### src/rtl/seg_scan.sv
// seg_scan: four-digit multiplexed 7-segment driver for the stopwatch (MM.SS).
// Freezes the digit counts once per frame so a carry in progress never shows
// half-updated, blanks leading zeros on request and blinks the digit selected
// for adjustment. All display outputs are registered and active-low.
module seg_scan #(
  parameter int unsigned SCAN_DIV  = 50000,
  parameter int unsigned BLINK_DIV = 64
) (
  input  logic       clk,
  input  logic       rst,
  input  logic [3:0] digit0,
  input  logic [3:0] digit1,
  input  logic [3:0] digit2,
  input  logic [3:0] digit3,
  input  logic       adj_en,
  input  logic [1:0] adj_sel,
  input  logic       blank_lead,
  output logic [6:0] seg,
  output logic [3:0] an,
  output logic       dp
);

  localparam int unsigned PW = (SCAN_DIV  > 1) ? $clog2(SCAN_DIV)  : 1;
  localparam int unsigned FW = (BLINK_DIV > 1) ? $clog2(BLINK_DIV) : 1;
  localparam logic [PW-1:0] PRESC_MAX = PW'(SCAN_DIV - 1);
  localparam logic [FW-1:0] FRAME_MAX = FW'(BLINK_DIV - 1);
  localparam logic [6:0]    SEG_OFF   = 7'h7F;

  // Scan slot: which digit is currently being driven.
  typedef enum logic [1:0] {
    SLOT0 = 2'd0,
    SLOT1 = 2'd1,
    SLOT2 = 2'd2,
    SLOT3 = 2'd3
  } slot_t;

  slot_t         r_slot;
  slot_t         w_slot_nxt;
  logic [PW-1:0] r_presc;
  logic [FW-1:0] r_frame;
  logic          r_phase;
  logic [3:0]    r_snap0;
  logic [3:0]    r_snap1;
  logic [3:0]    r_snap2;
  logic [3:0]    r_snap3;
  logic [6:0]    r_seg;
  logic [3:0]    r_an;
  logic          r_dp;

  logic          w_tick;
  logic          w_capture;
  logic [3:0]    w_cur;
  logic          w_lead3;
  logic          w_lead2;
  logic          w_lead1;
  logic          w_lead_blank;
  logic          w_blink_blank;
  logic          w_blank;
  logic [6:0]    w_seg_nxt;
  logic [3:0]    w_an_nxt;
  logic          w_dp_nxt;

  // BCD to active-low {g,f,e,d,c,b,a}; non-BCD codes show nothing.
  function automatic logic [6:0] bcd_to_seg(input logic [3:0] v);
    logic [6:0] s;
    s = SEG_OFF;
    case (v)
      4'd0:    s = 7'h40;
      4'd1:    s = 7'h79;
      4'd2:    s = 7'h24;
      4'd3:    s = 7'h30;
      4'd4:    s = 7'h19;
      4'd5:    s = 7'h12;
      4'd6:    s = 7'h02;
      4'd7:    s = 7'h78;
      4'd8:    s = 7'h00;
      4'd9:    s = 7'h10;
      default: s = SEG_OFF;
    endcase
    return s;
  endfunction

  assign w_tick    = (r_presc == PRESC_MAX);
  assign w_capture = w_tick && (r_slot == SLOT3);

  // Prescaler: counts clocks within one digit slot.
  always_ff @(posedge clk or negedge rst) begin
    if (!rst) begin
      r_presc <= '0;
    end else if (w_tick) begin
      r_presc <= '0;
    end else begin
      r_presc <= r_presc + PW'(1);
    end
  end

  // Slot register.
  always_ff @(posedge clk or negedge rst) begin
    if (!rst) begin
      r_slot <= SLOT0;
    end else begin
      r_slot <= w_slot_nxt;
    end
  end

  // Slot sequencing: advance one digit per prescaler wrap.
  always_comb begin
    w_slot_nxt = r_slot;
    if (w_tick) begin
      case (r_slot)
        SLOT0:   w_slot_nxt = SLOT1;
        SLOT1:   w_slot_nxt = SLOT2;
        SLOT2:   w_slot_nxt = SLOT3;
        SLOT3:   w_slot_nxt = SLOT0;
        default: w_slot_nxt = SLOT0;
      endcase
    end
  end

  // Snapshot: freeze all four counts on the edge that ends a frame.
  always_ff @(posedge clk or negedge rst) begin
    if (!rst) begin
      r_snap0 <= '0;
      r_snap1 <= '0;
      r_snap2 <= '0;
      r_snap3 <= '0;
    end else if (w_capture) begin
      r_snap0 <= digit0;
      r_snap1 <= digit1;
      r_snap2 <= digit2;
      r_snap3 <= digit3;
    end
  end

  // Blink timebase: count frames, toggle the phase every BLINK_DIV frames.
  always_ff @(posedge clk or negedge rst) begin
    if (!rst) begin
      r_frame <= '0;
      r_phase <= 1'b0;
    end else if (w_capture) begin
      if (r_frame == FRAME_MAX) begin
        r_frame <= '0;
        r_phase <= ~r_phase;
      end else begin
        r_frame <= r_frame + FW'(1);
      end
    end
  end

  // Leading-zero chain: a digit may only be suppressed if every more
  // significant digit is suppressed too.
  assign w_lead3 = blank_lead && (r_snap3 == 4'd0);
  assign w_lead2 = w_lead3    && (r_snap2 == 4'd0);
  assign w_lead1 = w_lead2    && (r_snap1 == 4'd0);

  // Next display word for the slot currently selected.
  always_comb begin
    w_cur        = r_snap0;
    w_lead_blank = 1'b0;
    case (r_slot)
      SLOT0: begin
        w_cur        = r_snap0;
        w_lead_blank = 1'b0;
      end
      SLOT1: begin
        w_cur        = r_snap1;
        w_lead_blank = w_lead1;
      end
      SLOT2: begin
        w_cur        = r_snap2;
        w_lead_blank = w_lead2;
      end
      SLOT3: begin
        w_cur        = r_snap3;
        w_lead_blank = w_lead3;
      end
      default: begin
        w_cur        = r_snap0;
        w_lead_blank = 1'b0;
      end
    endcase
    w_blink_blank = adj_en && (adj_sel == r_slot) && r_phase;
    w_blank       = w_lead_blank || w_blink_blank;
    w_seg_nxt     = w_blank ? SEG_OFF : bcd_to_seg(w_cur);
    w_an_nxt      = ~(4'b0001 << r_slot);
    w_dp_nxt      = !((r_slot == SLOT2) && !w_blank);
  end

  // Output register: display lags the slot by one clock.
  always_ff @(posedge clk or negedge rst) begin
    if (!rst) begin
      r_seg <= SEG_OFF;
      r_an  <= '1;
      r_dp  <= 1'b1;
    end else begin
      r_seg <= w_seg_nxt;
      r_an  <= w_an_nxt;
      r_dp  <= w_dp_nxt;
    end
  end

  assign seg = r_seg;
  assign an  = r_an;
  assign dp  = r_dp;

endmodule

### config.mk
export PLATFORM = sky130hd
export DESIGN_NAME = seg_scan
export DESIGN_NICKNAME = d
export VERILOG_FILES = /design/src/rtl/seg_scan.sv
export SDC_FILE = /design/constraint.sdc
export NUM_CORES = 1
export LEC_CHECK = 0
export BUFFER_PORTS_ARGS = -buffer_cell sky130_fd_sc_hd__buf_2
export CAP_MARGIN = 40
export CORE_MARGIN = 1
export CORE_UTILIZATION = 49
export CTS_BUF_LIST = sky130_fd_sc_hd__clkbuf_8
export DETAILED_ROUTE_END_ITERATION = 7
export HOLD_SLACK_MARGIN = 0.03
export MAX_ROUTING_LAYER = met4
export PLACE_DENSITY = 0.77
export REMOVE_ABC_BUFFERS = 1
export SYNTH_ARGS = -nofsm -noshare
export SYNTH_HDL_FRONTEND = slang
export SYNTH_SLANG_ARGS = --single-unit
### constraint.sdc
create_clock -name clk -period 3.41 [get_ports clk]
set_input_delay 0 -clock clk [delete_from_list [all_inputs] [get_ports clk]]
set_output_delay 0 -clock clk [all_outputs]
set_load 0.01 [all_outputs]
==> run metrics, run 1 <==
vias in the first global route=~1800; fillers=399; ANT nets after route=0; Overflow after GRT=0; Clock Tree Buf Depth=2; Die Area=between 5000 and 6000 um2; CP startpoint kind=register; first-pass GRT wire length=between 8000 and 9000 um; total global-route track usage=0.214; CTS clk-pin slew, worst paths=0.10 ns; yosys warns=0; Starting Density=0.525; H-tree depth=2; area growth from synthesis to layout=19.5%; Post-synth EDFFs=0; maximum vdd drop=around 0.00033 V; Compound-Gate Fraction of Synth Area=0.0713; max_slew headroom=0.462; DRC=0; Reg-to-Reg End=seg[3]; Post-Synth Simple-Gate Area=0.159; sequential cell area fraction in the yosys report=0.524; First-pass DRT Iterations=6; max-slew violations=0; Setup crit end kind=register; status=finished clean; Via Count=between 1500 and 2000; Yosys top cell area share=0.401; Max Cap Viol=0; Overall Power=about 0.0012 W; DRT Wirelength=5010 um; initial antenna violation count=0; Syn Inst Count=between 200 and 250; Skew-Pair Late Insertion Delay=0.31 ns; die height=about 74 um; final core utilization=0.627; post-cts gate resize count=0; total leakage power=between 1 and 1.5 nW; share of layout cells above drive strength 1=0.287; Setup CP Type=register to register; R2R Setup Slk=slightly above 1 ns; diode count=0; RSZ-0062 raised after global routing=no; hold_buf cts=17; vias per cell=~5.3; Async SR Flop Fraction=1.00; Commonest cells post-synth=41 x dfrtp_1, 17 x mux2_4, 15 x nand3_1; cell taking the most area after synthesis=dfrtp_1; Tcrit/Tclk final=0.703; Synth Flop Type=dfrtp_1; Power Density=386 nW/um2; Max Fclk=about 420 MHz; largest net degree at the start of global routing=37; clock sink count=53; Final Hold Fails=0; CP max FO=9; Setup Buffers After CTS=0; clk root buf=clkbuf_8; WL/cell=15.1 um; Mapped Area=between 2000 and 3000 um2; drt initial violations=130; TritonCTS clock tree=yes; min-delay worst type=input port to asynchronous set/reset pin; Die X=between 70 and 80 um; Worst Reg-to-Reg Cells=7; Adder-Cell Fraction of Synth Area=0.0489; flop and latch count out of synthesis=53; RR Startpoint=r_slot[0]; dpl hpwl=3180 um; count leader, synth=dfrtp_1; final setup TNS=0 ns; Inserted Clock Buffers=5; nets=296; I/O Buffers=33; Worst-Margin Slew=just over 0.8 ns; largest cells by area after synthesis=dfrtp_1 40%, dfstp_2 12%, mux2_4 10%; post-synthesis cell type count=slightly above 40; I/O pins=34; arrival time worst endpoint=between 2 and 3 ns; mux share of post-synthesis cell area=0.104; Req. time, crit path=roughly 3.6 ns; largest family of logic cells by synthesized area=simple AND/OR/NAND/NOR gates; RD Place Congestion=just over 0.8; minimum clock period=about 2.4 ns; final setup fails=0; num rows=25; XOR/XNOR Fraction of Synth Area=0.0650; CORE AREA=~4900 um2; synthesized area per cell=roughly 12 um2; Clock Skew=0.0124 ns
-- logic make-up after synthesis --
| logic type | count (synthesis) |
|---|---|
| compound gates | 29 |
| flops | 53 |
| simple gates | 68 |
| fa+ha+maj | 10 |
| xor+xnor | 19 |
| buf+inv | 15 |
| mux | 18 |
-- through the flow --
stage	instances	hold WS [ns]	cell area, um2	worst slack (ns)
floorplan	206	-0.296	2520	1.30
global placement	307	-0.0561	2780	1.12
detailed placement	307	-0.0534	2780	1.07
CTS	332	0.139	3060	1.05
global route	332	0.162	3060	0.804
finish	332	0.135	3060	1.01
-- routing by layer --
layer,track usage,share of wire,vias to the layer above
li1,-,-,856
met3,0.0434,0.048,11
met1,0.278,0.46,849
met4,0.0755,0.016,0
met2,0.336,0.48,59
met5,-,0,-
-- power breakdown --
group | internal, W | switching, W
clock | 0.000220 | 0.000211
combinational | 0.0000482 | 0.0000417
sequential | 0.000650 | 0.0000108
total | 0.000919 | 0.000263
-- how the worst max path moves through the flow --
stage / slack [ns] / end / start
finish: 1.01 / seg[3] / r_slot[0]
global route: 0.80 / seg[3] / r_slot[0]
CTS: 1.05 / seg[3] / r_slot[0]
global placement: 1.12 / r_snap1[0] / r_presc[7]
detailed placement: 1.07 / seg[3] / r_slot[0]
floorplan: 1.30 / r_frame[1] / r_presc[7]
-- state kept, by name, summed over array words and instances, names as in the netlist --
name	flops
r_phase	1
r_frame	6
r_slot	2
r_snap1	4
r_snap2	4
dp	1
r_presc	16
seg	7
r_snap3	4
an	4
r_snap0	4
-- cell type report --
| type | count | area, um2 | share of cell area |
|---|---|---|---|
| repair buffers | 51 | 343 | 0.112 |
| flip-flops and latches | 53 | 1340 | 0.438 |
| well taps | 67 | 83.8 | 0.0274 |
| clock inverters | 3 | 43.8 | 0.0143 |
| multi-input cells | 144 | 1150 | 0.374 |
| clock buffers | 5 | 68.8 | 0.0225 |
| inverters | 9 | 33.8 | 0.0110 |
-- critical path: stages (launching register included) --
cell and delay, ns:
dfrtp_1 0.43, inv_1 0.16, ha_1 0.34, a222oi_1 0.15, a21oi_1 0.59, ha_1 0.36, o21ai_0 0.17, nand3_1 0.10
-- cell usage in the layout, fill, tap and decap left out, types with 2 or more instances in the layout --
master and count:
a21oi_1 6, a222oi_1 3, and3_1 5, and4_1 3, buf_2 33, clkbuf_8 5
dfrtp_1 41, dfstp_2 12, dlygate4sd3_1 17, ha_1 10, inv_1 9, mux2_4 17
nand2_1 10, nand3_1 15, nand4_1 2, nor2_1 13, nor2b_1 4, nor4_1 4
nor4_4 2, o21ai_0 12, xnor2_1 13, xor2_1 6
Power figures use the tool's default switching activity.
==> run 2: changes to the inputs <==
Clock period 3.41 ns to 2.3 ns, I/O delays scaled along.
==> run metrics, run 2 (synthesis results as in run 1) <==
Power Density=around 520 nW/um2; die height=approximately 74 um; critical path's largest stage delay=approximately 0.43 ns; I/O Buffers=33; TritonCTS clock tree=yes; post-placement cell count=314; Biggest register=r_presc; Tcrit/Tclk final=0.937; DRT Wirelength=approximately 4800 um; Clock Tree Buf Depth=2; CP startpoint kind=register; Final Hold Fails=0; Setup crit end kind=register; fillers=roughly 400; Req. time, crit path=approximately 2.5 ns; CTS clk-pin slew, worst paths=approximately 0.090 ns; share of layout cells above drive strength 1=0.309; first-pass GRT wire length=roughly 8000 um; vias in the first global route=1672; commonest non-fill, non-tap cell in the layout=dfrtp_1; clk root buf=clkbuf_8; Max Fclk=~460 MHz; Via Count=1786; most frequent cells in the layout=41 x dfrtp_1, 33 x buf_2, 17 x mux2_4, 17 x dlygate4sd3_1, 15 x nand3_1; maximum vdd drop=0.000349 V; total leakage power=around 1.5 nW; arrival time worst endpoint=between 2 and 2.5 ns; CP max stage cell=dfrtp_1; Clock Skew=a little over 0.006 ns; placed cell areas=roughly 2900 um2; vias per cell=around 5.3; final setup TNS=0 ns; Skew-Pair Late Insertion Delay=0.31 ns; Starting Density=0.525; Inserted Clock Buffers=5; CP max FO=6; min-delay worst type=input port to register; status=finished clean; DRC=0; RD Place Congestion=slightly below 1; total global-route track usage=0.202; H-tree depth=2; Setup Buffers After CTS=0; Die X=approximately 74 um; Overflow after GRT=0; Finished Cell Area=3140 um2; diode count=0; First-pass DRT Iterations=5; initial antenna violation count=0; max-slew violations=0; num rows=25; final setup fails=0; worst-path cell chain=inv_1 -> ha_1 -> buf_4 -> a22oi_1 -> o2bb2ai_2 -> inv_1 -> ha_1 -> nor3b_1 -> o21ai_0; max_slew headroom=0.557; largest net degree at the start of global routing=26; RSZ-0062 raised after global routing=no; number of flip-flops in the largest register=16; Worst-Margin Slew=around 0.66 ns; Max Cap Viol=0; drt initial violations=~130; WL/cell=about 14 um; CORE AREA=4880 um2; final std cells w/o fill=~340; I/O pins=34; minimum clock period=approximately 2.2 ns; area growth from synthesis to layout=22.5%; R2R Setup Slk=0.15 ns; dpl hpwl=3360 um; Setup CP Type=register to register; ANT nets after route=0; clock sink count=53; Die Area=roughly 5500 um2; nets=between 300 and 400
[run 2: cell count changes in the layout (fill, tap and decap cells not counted)]
| cell | before | now |
|---|---|---|
| a21oi_1 | 6 | 4 |
| inv_1 | 9 | 11 |
| clkbuf_8 | 5 | 6 |
| o2bb2ai_1 | 1 | 0 |
| o2bb2ai_2 | 0 | 1 |
| buf_12 | 0 | 1 |
| bufinv_16 | 1 | 0 |
| a21oi_2 | 0 | 2 |
| buf_4 | 1 | 6 |
| buf_16 | 0 | 1 |
| clkinv_2 | 1 | 0 |
| inv_6 | 1 | 0 |
[run 2: final timing paths]
| path | from | to | cells past startpoint |
|---|---|---|---|
| hold reg to reg | r_phase | r_phase | 1 |
| min in group asynchronous | rst | r_presc[15] | 2 |
| max in group asynchronous | rst | seg[4] | 4 |
| hold / removal | adj_en | dp | 4 |
| setup reg to reg | r_slot[0] | seg[6] | 9 |
| setup / recovery | r_slot[0] | seg[6] | 9 |
[run 2: power breakdown]
group | internal, W | total (W) | switching [W]
Combinational | 0.0000764 | 0.000137 | 0.0000609
Sequential | 0.000964 | 0.000981 | 0.0000168
Clock | 0.000237 | 0.000521 | 0.000284
Total | 0.00128 | 0.00164 | 0.000362
[run 2: per-layer routing]
metal  up-vias  GRT usage  wire (um)  part of all wire
met5         -          -          0                 0
met4         0     0.0839         77             0.016
met3         7     0.0542        209             0.044
met2        55      0.296       2210              0.46
met1       855      0.266       2290              0.48
li1        869          -          -                 -
[run 2: per-stage QoR]
step / util / power [W] / hold slack (ns) / setup WS [ns]
after floorplan: - / 0.00105 / -0.296 / 0.190
after global routing: 0.643 / 0.00171 / 0.111 / 0.000934
after detailed placement: 0.587 / 0.00111 / 0.0140 / 0.111
final: 0.643 / 0.00164 / 0.115 / 0.145
after CTS: 0.640 / 0.00165 / 0.111 / 0.0907
after global placement: 0.581 / 0.00110 / 0.212 / 0.182
[run 2: repair_timing]
item / 4_1_cts / 5_1_grt
endpoints found under the setup margin: 0 / 6
endpoints found under the hold margin: 37 / 0
hold buffers: 17 / 0
gates resized for setup: 0 / 3
[run 2: area by class of cell]
| cell class | instances | area (um2) | share of cell area |
|---|---|---|---|
| Clock inverter | 2 | 7.51 | 0.00239 |
| Tap cell | 67 | 83.8 | 0.0267 |
| Sequential cell | 53 | 1340 | 0.428 |
| Clock buffer | 6 | 82.6 | 0.0263 |
| Inverter | 9 | 33.8 | 0.0108 |
| Timing Repair Buffer | 58 | 428 | 0.136 |
| Multi-Input combinational cell | 144 | 1160 | 0.370 |
[run 2: worst max-delay path, delay by kind of cell (launching register included)]
kind / cells / cell delay (ns)
fa+ha+maj: 2 / 0.45
flops: 1 / 0.43
simple gates: 1 / 0.25
compound gates: 3 / 0.56
buf+inv: 3 / 0.40
==> run 3: changes to the inputs <==
Settings changed: CORE_ASPECT_RATIO set to 1.1, SLEW_MARGIN set to 25.
==> run metrics, run 3 (synthesis results as in run 1) <==
part of the power in registers=0.567; share of layout cells above drive strength 1=0.325; Biggest register=r_presc; I/O Buffers=33; dpl hpwl=between 3000 and 4000 um; diode count=0; max_slew headroom=0.674; number of flip-flops in the largest register=16; most frequent cells in the layout=41 x dfrtp_1, 33 x buf_2, 17 x mux2_4, 17 x dlygate4sd3_1, 15 x nand3_1; Via Count=approximately 1800; drt initial violations=150; Power Density=about 540 nW/um2; RR Startpoint=r_slot[0]; CP startpoint kind=register; area growth from synthesis to layout=23.9%; Tcrit/Tclk final=0.922; WL/cell=14.5 um; total global-route track usage=0.199; vias per cell=5.36; Inserted Clock Buffers=5; commonest non-fill, non-tap cell in the layout=dfrtp_1; CTS clk-pin slew, worst paths=~0.090 ns; RD Place Congestion=0.850; Hold Crit Start=adj_en; status=finished clean; arrival time worst endpoint=2.34 ns; clock sink count=53; vias in the first global route=1734; min-delay worst type=input port to register; Die X=slightly above 70 um; DRT Wirelength=between 4000 and 5000 um; Max Cap Viol=0; Max Fclk=between 400 and 500 MHz; clk root buf=clkbuf_8; DRC=0; final setup fails=0; maximum vdd drop=0.000325 V; Setup CP Type=register to register; die height=about 78 um; max-slew violations=0; Hold EP=seg[3]; minimum clock period=between 2 and 2.5 ns; RSZ-0062 raised after global routing=no; critical path's largest stage delay=0.41 ns; Worst Reg-to-Reg Cells=8; switching share of power=0.213; First-pass DRT Iterations=7; initial antenna violation count=0; pre-CTS setup slack=slightly below 0.07 ns; Worst-Margin Slew=~0.5 ns; nets=a little over 300; R2R Setup Slk=0.18 ns; TritonCTS clock tree=yes; num rows=27; CP max FO=7; Internal Dissipation=approximately 0.0014 W; Skew-Pair Late Insertion Delay=about 0.30 ns; Overall Power=about 0.0017 W; H-tree depth=2; Final Hold Fails=0; total leakage power=1.51 nW; CP max stage cell=dfrtp_1; final worst slack=about 0.18 ns; I/O pins=34; Reg-to-Reg End=seg[5]; ANT nets after route=0; Hold Path Depth=4; worst-path cell chain=inv_1 -> ha_1 -> a222oi_1 -> a21oi_2 -> buf_4 -> or2_2 -> nor2_1 -> o21ai_0; Clock Power Share=0.351; Die Area=between 5000 and 6000 um2; largest net degree at the start of global routing=26; first-pass GRT wire length=~8200 um; fillers=380; Overflow after GRT=0; Clock Skew=just over 0.008 ns; final setup TNS=0 ns; CORE AREA=between 5000 and 6000 um2; Comb pwr share=0.082; Req. time, crit path=between 2 and 3 ns; Psw=approximately 0.00037 W; Starting Density=0.509; Setup crit end kind=register; Clock Tree Buf Depth=2
[run 3: power by group through the flow]
stage | combinational, W | clock, W | sequential, W
6_report | 0.000142 | 0.000606 | 0.000980
5_1_grt | 0.000156 | 0.000676 | 0.000983
4_1_cts | 0.000138 | 0.000632 | 0.000979
3_5_place_dp | 0.000115 | 0 | 0.000997
3_3_place_gp | 0.000108 | 0 | 0.000997
2_1_floorplan | 0.0000485 | 0 | 0.000999
[run 3: cell type report]
class,count,area [um2],share of cell area
clock buffers,5,68.8,0.0217
clock inverters,3,37.5,0.0118
inverters,9,33.8,0.0106
multi-input cells,144,1180,0.373
flip-flops and latches,53,1340,0.423
well taps,58,72.6,0.0229
repair buffers,60,435,0.137
[run 3: metal layers]
layer / vias up / global-route usage / part of all wire / wire length [um]
met5: - / - / 0 / 0
met4: 0 / 0.0660 / 0.0095 / 46
met3: 4 / 0.0390 / 0.041 / 199
met2: 51 / 0.308 / 0.50 / 2400
met1: 857 / 0.264 / 0.45 / 2190
li1: 867 / - / - / -
[run 3: worst max-delay path by stage]
| stage | start | end | slack, ns | cells past startpoint |
|---|---|---|---|---|
| detailed placement | r_slot[0] | seg[3] | 0.07 | 7 |
| global placement | r_slot[1] | seg[3] | 0.18 | 7 |
| global route | r_slot[0] | seg[0] | 0.03 | 7 |
| CTS | r_slot[0] | seg[3] | 0.05 | 7 |
| finish | r_slot[0] | seg[5] | 0.18 | 8 |
| floorplan | r_presc[7] | r_frame[1] | 0.19 | 4 |
[run 3: through the flow]
step	utilization	instance area, um2	std cells	hold slack (ns)
after floorplan	-	2520	206	-0.296
after global placement	0.561	2820	304	0.202
after detailed placement	0.565	2840	305	-0.0242
after CTS	0.620	3120	330	0.124
after global routing	0.630	3170	332	0.144
final	0.630	3170	332	0.131
[run 3: critical path: cells and delay by family, from the launching register on]
| family | cells | cell delay [ns] |
|---|---|---|
| flip-flops | 1 | 0.41 |
| AO/OA/AOI/OAI | 3 | 0.66 |
| AND/OR/NAND/NOR | 2 | 0.38 |
| adder cells (fa/ha/maj) | 1 | 0.29 |
| buffers and inverters | 2 | 0.29 |
[run 3: timing repair]
action / in CTS / in global routing
hold buffers: 17 / 0
endpoints found under the hold margin: 57 / 0
endpoints found under the setup margin: 0 / 7
setup buffers: 0 / 2
gates resized for setup: 0 / 7
